### src/rtl/core_pkg.sv
// core_pkg: shared defaults and helpers for the RV32IMAC core.
//   DEFAULT_XLEN     - data/address width
//   DEFAULT_RESET_PC - PC of the first instruction after reset
//   is_compressed()  - true when a halfword starts a 16-bit instruction
package core_pkg;

  localparam int unsigned DEFAULT_XLEN     = 32;
  localparam logic [31:0] DEFAULT_RESET_PC = 32'h0000_0000;

  function automatic logic is_compressed(input logic [15:0] hw);
    return hw[1:0] != 2'b11;
  endfunction

endpackage

### src/rtl/halfword_fifo.sv
// halfword_fifo: DEPTH x 16-bit circular queue feeding the fetch aligner.
// Ports:
//   clk, reset        - clock, asynchronous active-low reset
//   clear             - drop all entries (pointers/count only)
//   push_cnt          - halfwords to push this cycle (0, 1 or 2)
//   push_data         - [15:0] pushed first, [31:16] second
//   pop_cnt           - halfwords to pop this cycle (0, 1 or 2)
//   head_lo, head_hi  - entry at head and head+1
//   count             - number of valid entries (0..DEPTH)
module halfword_fifo #(
  parameter int unsigned DEPTH = 6
) (
  input  logic                       clk,
  input  logic                       reset,
  input  logic                       clear,
  input  logic [1:0]                 push_cnt,
  input  logic [31:0]                push_data,
  input  logic [1:0]                 pop_cnt,
  output logic [15:0]                head_lo,
  output logic [15:0]                head_hi,
  output logic [$clog2(DEPTH+1)-1:0] count
);

  localparam int unsigned PW = $clog2(DEPTH);
  localparam int unsigned CW = $clog2(DEPTH + 1);

  logic [15:0]   mem_q [DEPTH];
  logic [PW-1:0] head_q, head_d;
  logic [PW-1:0] tail_q, tail_d;
  logic [CW-1:0] count_q, count_d;

  // Pointer advance with wrap at DEPTH (DEPTH need not be a power of two).
  function automatic logic [PW-1:0] ptr_add(input logic [PW-1:0] p, input logic [1:0] n);
    logic [PW:0] s;
    s = (PW+1)'(p) + (PW+1)'(n);
    if (s >= (PW+1)'(DEPTH)) s = s - (PW+1)'(DEPTH);
    return s[PW-1:0];
  endfunction

  always_comb begin
    head_d  = head_q;
    tail_d  = tail_q;
    count_d = count_q;
    if (clear) begin
      head_d  = '0;
      tail_d  = '0;
      count_d = '0;
    end else begin
      head_d  = ptr_add(head_q, pop_cnt);
      tail_d  = ptr_add(tail_q, push_cnt);
      count_d = count_q + CW'(push_cnt) - CW'(pop_cnt);
    end
  end

  always_ff @(posedge clk or negedge reset) begin
    if (!reset) begin
      head_q  <= '0;
      tail_q  <= '0;
      count_q <= '0;
      for (int i = 0; i < int'(DEPTH); i++) mem_q[i] <= '0;
    end else begin
      head_q  <= head_d;
      tail_q  <= tail_d;
      count_q <= count_d;
      if (!clear && push_cnt != 2'd0) mem_q[tail_q] <= push_data[15:0];
      if (!clear && push_cnt == 2'd2) mem_q[ptr_add(tail_q, 2'd1)] <= push_data[31:16];
    end
  end

  assign head_lo = mem_q[head_q];
  assign head_hi = mem_q[ptr_add(head_q, 2'd1)];
  assign count   = count_q;

endmodule

### src/rtl/fetch_align_queue.sv
// fetch_align_queue: fetches aligned 32-bit words, buffers them as halfwords
// and emits one 16- or 32-bit instruction per valid/ready handshake.
// Ports:
//   clk, reset            - clock, asynchronous active-low reset
//   redirect, redirect_pc - flush and restart fetch at redirect_pc (bit 0 ignored)
//   imem_req/addr/gnt     - word-aligned fetch request channel
//   imem_rvalid/rdata     - in-order response channel
//   instr_valid/ready     - handshake towards the IF/ID register
//   instr, instr_pc       - instruction (compressed ones zero-extended) and its PC
//   instr_compressed      - instr is a 16-bit instruction
module fetch_align_queue
  import core_pkg::*;
#(
  parameter int unsigned     XLEN     = DEFAULT_XLEN,
  parameter logic [XLEN-1:0] RESET_PC = XLEN'(DEFAULT_RESET_PC),
  parameter int unsigned     DEPTH    = 6
) (
  input  logic            clk,
  input  logic            reset,
  input  logic            redirect,
  input  logic [XLEN-1:0] redirect_pc,
  output logic            imem_req,
  output logic [XLEN-1:0] imem_addr,
  input  logic            imem_gnt,
  input  logic            imem_rvalid,
  input  logic [31:0]     imem_rdata,
  output logic            instr_valid,
  input  logic            instr_ready,
  output logic [31:0]     instr,
  output logic [XLEN-1:0] instr_pc,
  output logic            instr_compressed
);

  localparam int unsigned CW = $clog2(DEPTH + 1);

  logic [XLEN-1:0] head_pc_q, head_pc_d;
  logic [XLEN-1:0] fetch_addr_q, fetch_addr_d;
  logic            outst_q, outst_d;
  logic            discard_q, discard_d;
  logic            drop_q, drop_d;

  logic [15:0]   head_lo, head_hi;
  logic [CW-1:0] count;
  logic          head_comp, grant, accept, take_rsp;
  logic [1:0]    push_cnt, pop_cnt;
  logic [31:0]   push_data;

  halfword_fifo #(
    .DEPTH(DEPTH)
  ) u_fifo (
    .clk      (clk),
    .reset    (reset),
    .clear    (redirect),
    .push_cnt (push_cnt),
    .push_data(push_data),
    .pop_cnt  (pop_cnt),
    .head_lo  (head_lo),
    .head_hi  (head_hi),
    .count    (count)
  );

  assign head_comp = is_compressed(head_lo);

  // Redirect masks instr_valid so the flushed head is never consumed.
  assign instr_valid      = !redirect && (head_comp ? (count >= CW'(1)) : (count >= CW'(2)));
  assign instr            = head_comp ? {16'h0000, head_lo} : {head_hi, head_lo};
  assign instr_pc         = head_pc_q;
  assign instr_compressed = (count != '0) && head_comp;

  // Requests only while at most 2 halfwords are queued, so one more word always fits.
  assign imem_req  = reset && !redirect && (!outst_q || imem_rvalid) && (count <= CW'(2));
  assign imem_addr = fetch_addr_q;
  assign grant     = imem_req && imem_gnt;

  assign take_rsp  = imem_rvalid && !discard_q && !redirect;
  assign push_cnt  = !take_rsp ? 2'd0 : (drop_q ? 2'd1 : 2'd2);
  assign push_data = drop_q ? {16'h0000, imem_rdata[31:16]} : imem_rdata;

  assign accept  = instr_valid && instr_ready;
  assign pop_cnt = !accept ? 2'd0 : (head_comp ? 2'd1 : 2'd2);

  always_comb begin
    head_pc_d    = head_pc_q;
    fetch_addr_d = fetch_addr_q;
    outst_d      = outst_q;
    discard_d    = discard_q;
    drop_d       = drop_q;
    if (redirect) begin
      head_pc_d    = {redirect_pc[XLEN-1:1], 1'b0};
      fetch_addr_d = {redirect_pc[XLEN-1:2], 2'b00};
      drop_d       = redirect_pc[1];
      // A response landing in this cycle retires the outstanding request;
      // otherwise the one still in flight is stale and must be skipped.
      outst_d      = outst_q && !imem_rvalid;
      discard_d    = outst_q && !imem_rvalid;
    end else begin
      if (accept) head_pc_d = head_pc_q + (head_comp ? XLEN'(2) : XLEN'(4));
      if (grant) fetch_addr_d = fetch_addr_q + XLEN'(4);
      if (grant) outst_d = 1'b1;
      else if (imem_rvalid) outst_d = 1'b0;
      if (imem_rvalid) begin
        if (discard_q) discard_d = 1'b0;
        else drop_d = 1'b0;
      end
    end
  end

  always_ff @(posedge clk or negedge reset) begin
    if (!reset) begin
      head_pc_q    <= RESET_PC;
      fetch_addr_q <= {RESET_PC[XLEN-1:2], 2'b00};
      outst_q      <= 1'b0;
      discard_q    <= 1'b0;
      drop_q       <= RESET_PC[1];
    end else begin
      head_pc_q    <= head_pc_d;
      fetch_addr_q <= fetch_addr_d;
      outst_q      <= outst_d;
      discard_q    <= discard_d;
      drop_q       <= drop_d;
    end
  end

endmodule

### config.mk
export PLATFORM = sky130hd
export DESIGN_NAME = fetch_align_queue
export DESIGN_NICKNAME = d
export VERILOG_FILES = /design/src/rtl/core_pkg.sv /design/src/rtl/halfword_fifo.sv /design/src/rtl/fetch_align_queue.sv
export SDC_FILE = /design/constraint.sdc
export NUM_CORES = 1
export LEC_CHECK = 0
export ABC_AREA = 0
export CAP_MARGIN = 20
export CELL_PAD_IN_SITES_DETAIL_PLACEMENT = 0
export CELL_PAD_IN_SITES_GLOBAL_PLACEMENT = 1
export CORE_MARGIN = 4
export CORE_UTILIZATION = 38
export CTS_BUF_LIST = sky130_fd_sc_hd__clkbuf_16
export DETAILED_ROUTE_END_ITERATION = 10
export HOLD_SLACK_MARGIN = 0.05
export PLACE_DENSITY = 0.82
export SYNTH_ARGS = -nofsm -noshare
export SYNTH_HDL_FRONTEND = slang
export SYNTH_SLANG_ARGS = --single-unit
### constraint.sdc
create_clock -name clk -period 3.7 [get_ports clk]
set_clock_uncertainty 0.05 [all_clocks]
set_input_delay 0.555 -clock clk [delete_from_list [all_inputs] [get_ports clk]]
set_output_delay 0.555 -clock clk [all_outputs]
set_load 0.1 [all_outputs]
==> key figures <==
Outcome
  – Outcome: completed

Detailed routing
  – First DRT Iteration DRCs: between 800 and 900
  – Total number of vias: around 9,400
  – Final ANT Viol Nets: 0
  – Total Wirelength: 35,300 um
  – Remaining DRCs: 0
  – First-pass iteration count of the detailed router: 6
  – Routed len/inst: between 20 and 25 um
  – Vias per cell: 6.24

Worst setup path
  – Worst EP required: 3.09 ns
  – WP data arrival: 2.96 ns
  – Worst r2r dst: u_fifo.count[2]
  – Cell family with most CP delay: buffers and inverters
  – Slowest cell delay on critical path: 0.53 ns
  – Count of cell instances traversed by the critical path: 10
  – Crit path buf inv count: 4
  – Critical path type: reg2out
  – Flop-to-flop setup slack: 0.22 ns
  – R2R depth: 13
  – CP Capture Type: output port
  – CP startpoint kind: flip-flop
  – Worst path cell trace: buf_4, or2_2, o22ai_2, a21oi_1, buf_4, nor2_1, nand2_1, buf_6, o21ai_1, buf_12
  – RR Startpoint: u_fifo.head_q[0]
  – Slowest CP cell: dfrtp_4
  – Most frequent CP cell: buf_4
  – CP Launch Point: u_fifo.head_q[0]
  – Largest fanout on the critical path: 16

Clock tree
  – Max Buffers Root-to-Sink: 2
  – Clk sinks: 169
  – H-tree levels: 4
  – Clock latency on the worst-skew pair: 0.44 ns
  – CTS tree: done
  – Root Buffer: clkbuf_16
  – Clk slew on worst S/H paths: around 0.08 ns
  – Number of CTS-inserted buffers: 17

Synthesis
  – Unique masters post-synth: 62
  – Post-synth top cells: dfrtp_1, o22ai_1, a2bb2oi_1
  – Sequential fraction of the synthesis area: just over 40%
  – Synth top area share: ~41%
  – Count leader, synth: dfrtp_1
  – Synth area leaders: dfrtp_1, a2bb2oi_1, o22ai_1, mux4_2, mux2i_1
  – Synth Flop Type: dfrtp_1
  – Yosys reg bits: about 170
  – EDFF count, synth: 0
  – Avg Cell Area, Syn: 10.2 um2
  – Async set-reset flop share out of synthesis: 100%
  – Synth Warn #: 0
  – Mapped Area: 10,300 um2
  – Cell taking the most area after synthesis: dfrtp_1
  – Synthesized instance count: 1,001

Floorplan
  – Die Ht: between 150 and 200 um
  – Num ports: 169
  – Die width: 172 um
  – DIE AREA: between 20,000 and 30,000 um2
  – Placeable Area: around 26,000 um2
  – Cell Rows: 59
  – Starting Density: approximately two fifths

Finish
  – P&R area growth vs syn: 29.8%
  – Diode count: 0
  – Post-layout net count: 1,246
  – Post-Layout Cell Count: 1,506
  – Share of layout cells above drive strength 1: ~18%

STA
  – Hold WS: roughly 0.42 ns
  – RSZ-0062 raised after global routing: no
  – Final hold viol count: 0
  – Highest Clock Rate: approximately 280 MHz
  – # setup viols final: 0
  – Slew Limit Fails: 0
  – Setup tns final: 0 ns
  – Worst-Margin Slew: between 1 and 1.5 ns
  – Fin crit share: 96.3%
  – Max-Slew Margin vs Limit: roughly a quarter
  – Shortest period the worst path allows: 3.56 ns

Worst hold path
  – Min-Delay Path Class: in2reg
  – Hold path depth: 2
  – Worst Hold Path EP: u_fifo.head_q[1]
  – Hold Startpoint: redirect

Placed design
  – Final GP Congestion: 0.846
  – IO Port Bufs: 164
  – Placed cells: 1,467
  – DP HPWL: 23,500 um

Global route
  – First-pass GRT wire length: 53,500 um
  – Via count of the first global-routing pass: 9,435
  – Gr usage total: 23.3%
  – Antenna violations before repair: 1
  – GRT overflow: 0
  – Pin count of the biggest net entering global routing: 79

Pwr
  – Static Leak: 5.26 nW
  – Peak VDD IR: between 0.3 and 0.4 mV
  – Pwr/cell area: 774 nW/um2

Flow run
  – Max-Cap Viols: 0
-- what timing repair did --
item	CTS	global route
hold buffers	1	0
endpoints found under the hold margin	21	0
setup buffers	0	3
endpoints found under the setup margin	16	18
pin swaps	0	0
cloned	0	1
gates resized for setup	6	2
-- logic make-up after synthesis --
family          count (synthesis)  share of synthesized area [%]
flops                         169                           41.2
buf+inv                       117                           4.81
other cells                     1                         0.0366
simple gates                  220                           11.1
xor+xnor                       41                           3.50
mux                            89                           12.7
compound gates                346                           24.0
fa+ha+maj                      18                           2.56
-- routing by layer --
| metal | global-route usage (%) | share of wire, % | vias up |
|---|---|---|---|
| li1 | - | - | 4171 |
| met3 | 6.17 | 9.4 | 75 |
| met1 | 30.8 | 41 | 4641 |
| met5 | 0 | 0.037 | - |
| met2 | 37.7 | 47 | 508 |
| met4 | 7.31 | 2.7 | 2 |
-- power breakdown --
group | internal, mW | switching [mW] | total, mW | leakage (nW)
Clock | 0.902 | 0.872 | 1.77 | 0.287
Combinational | 2.06 | 3.69 | 5.75 | 2.97
Sequential | 2.33 | 0.458 | 2.79 | 2.00
Total | 5.30 | 5.02 | 10.3 | 5.26
-- flip-flops by register name, indices dropped and copies added (netlist names) --
signal and count:
u_fifo.head_q 3, drop_q 1, discard_q 1, outst_q 1
imem_addr 30, instr_pc 31, u_fifo.count 3, u_fifo.tail_q 3
u_fifo.mem_q 96
-- final cells by class --
type                    instances  area (um2)
fillers                      2392       13000
multi-input cells             717        5690
flip-flops and latches        169        4230
repair buffers                220        2260
clock buffers                  17         425
well taps                     335         419
clock inverters                15         158
inverters                      33         124
-- worst max path at each step --
stage,endpoint,slack [ns]
after global routing,instr_pc[31],0.01
after detailed placement,instr_pc[31],0.22
after global placement,instr_pc[31],0.25
after floorplan,instr[16],-0.30
final,instr[18],0.14
after CTS,instr[31],0.04
-- through the flow --
stage	instance area (um2)	worst slack (ns)	util [%]	total power, mW
3_5_place_dp	12600	0.217	48.0	8.48
4_1_cts	13200	0.0448	50.3	10.3
5_1_grt	13300	0.0138	50.7	10.7
6_report	13300	0.138	50.7	10.3
2_1_floorplan	10400	-0.303	-	6.84
3_3_place_gp	12600	0.252	48.0	8.39
-- layout by cell type, fill, tap and decap left out, drive strengths merged, types with 37 or more instances in the layout --
cell | Yosys | layout
o21ai | 53 | 53
o22ai | 112 | 112
mux2i | 37 | 37
clkdlybuf4s50 | 0 | 127
nand2 | 62 | 62
dfrtp | 169 | 169
buf | 33 | 91
a2bb2oi | 90 | 90
inv | 33 | 40
(Power assumes the default switching activity.)
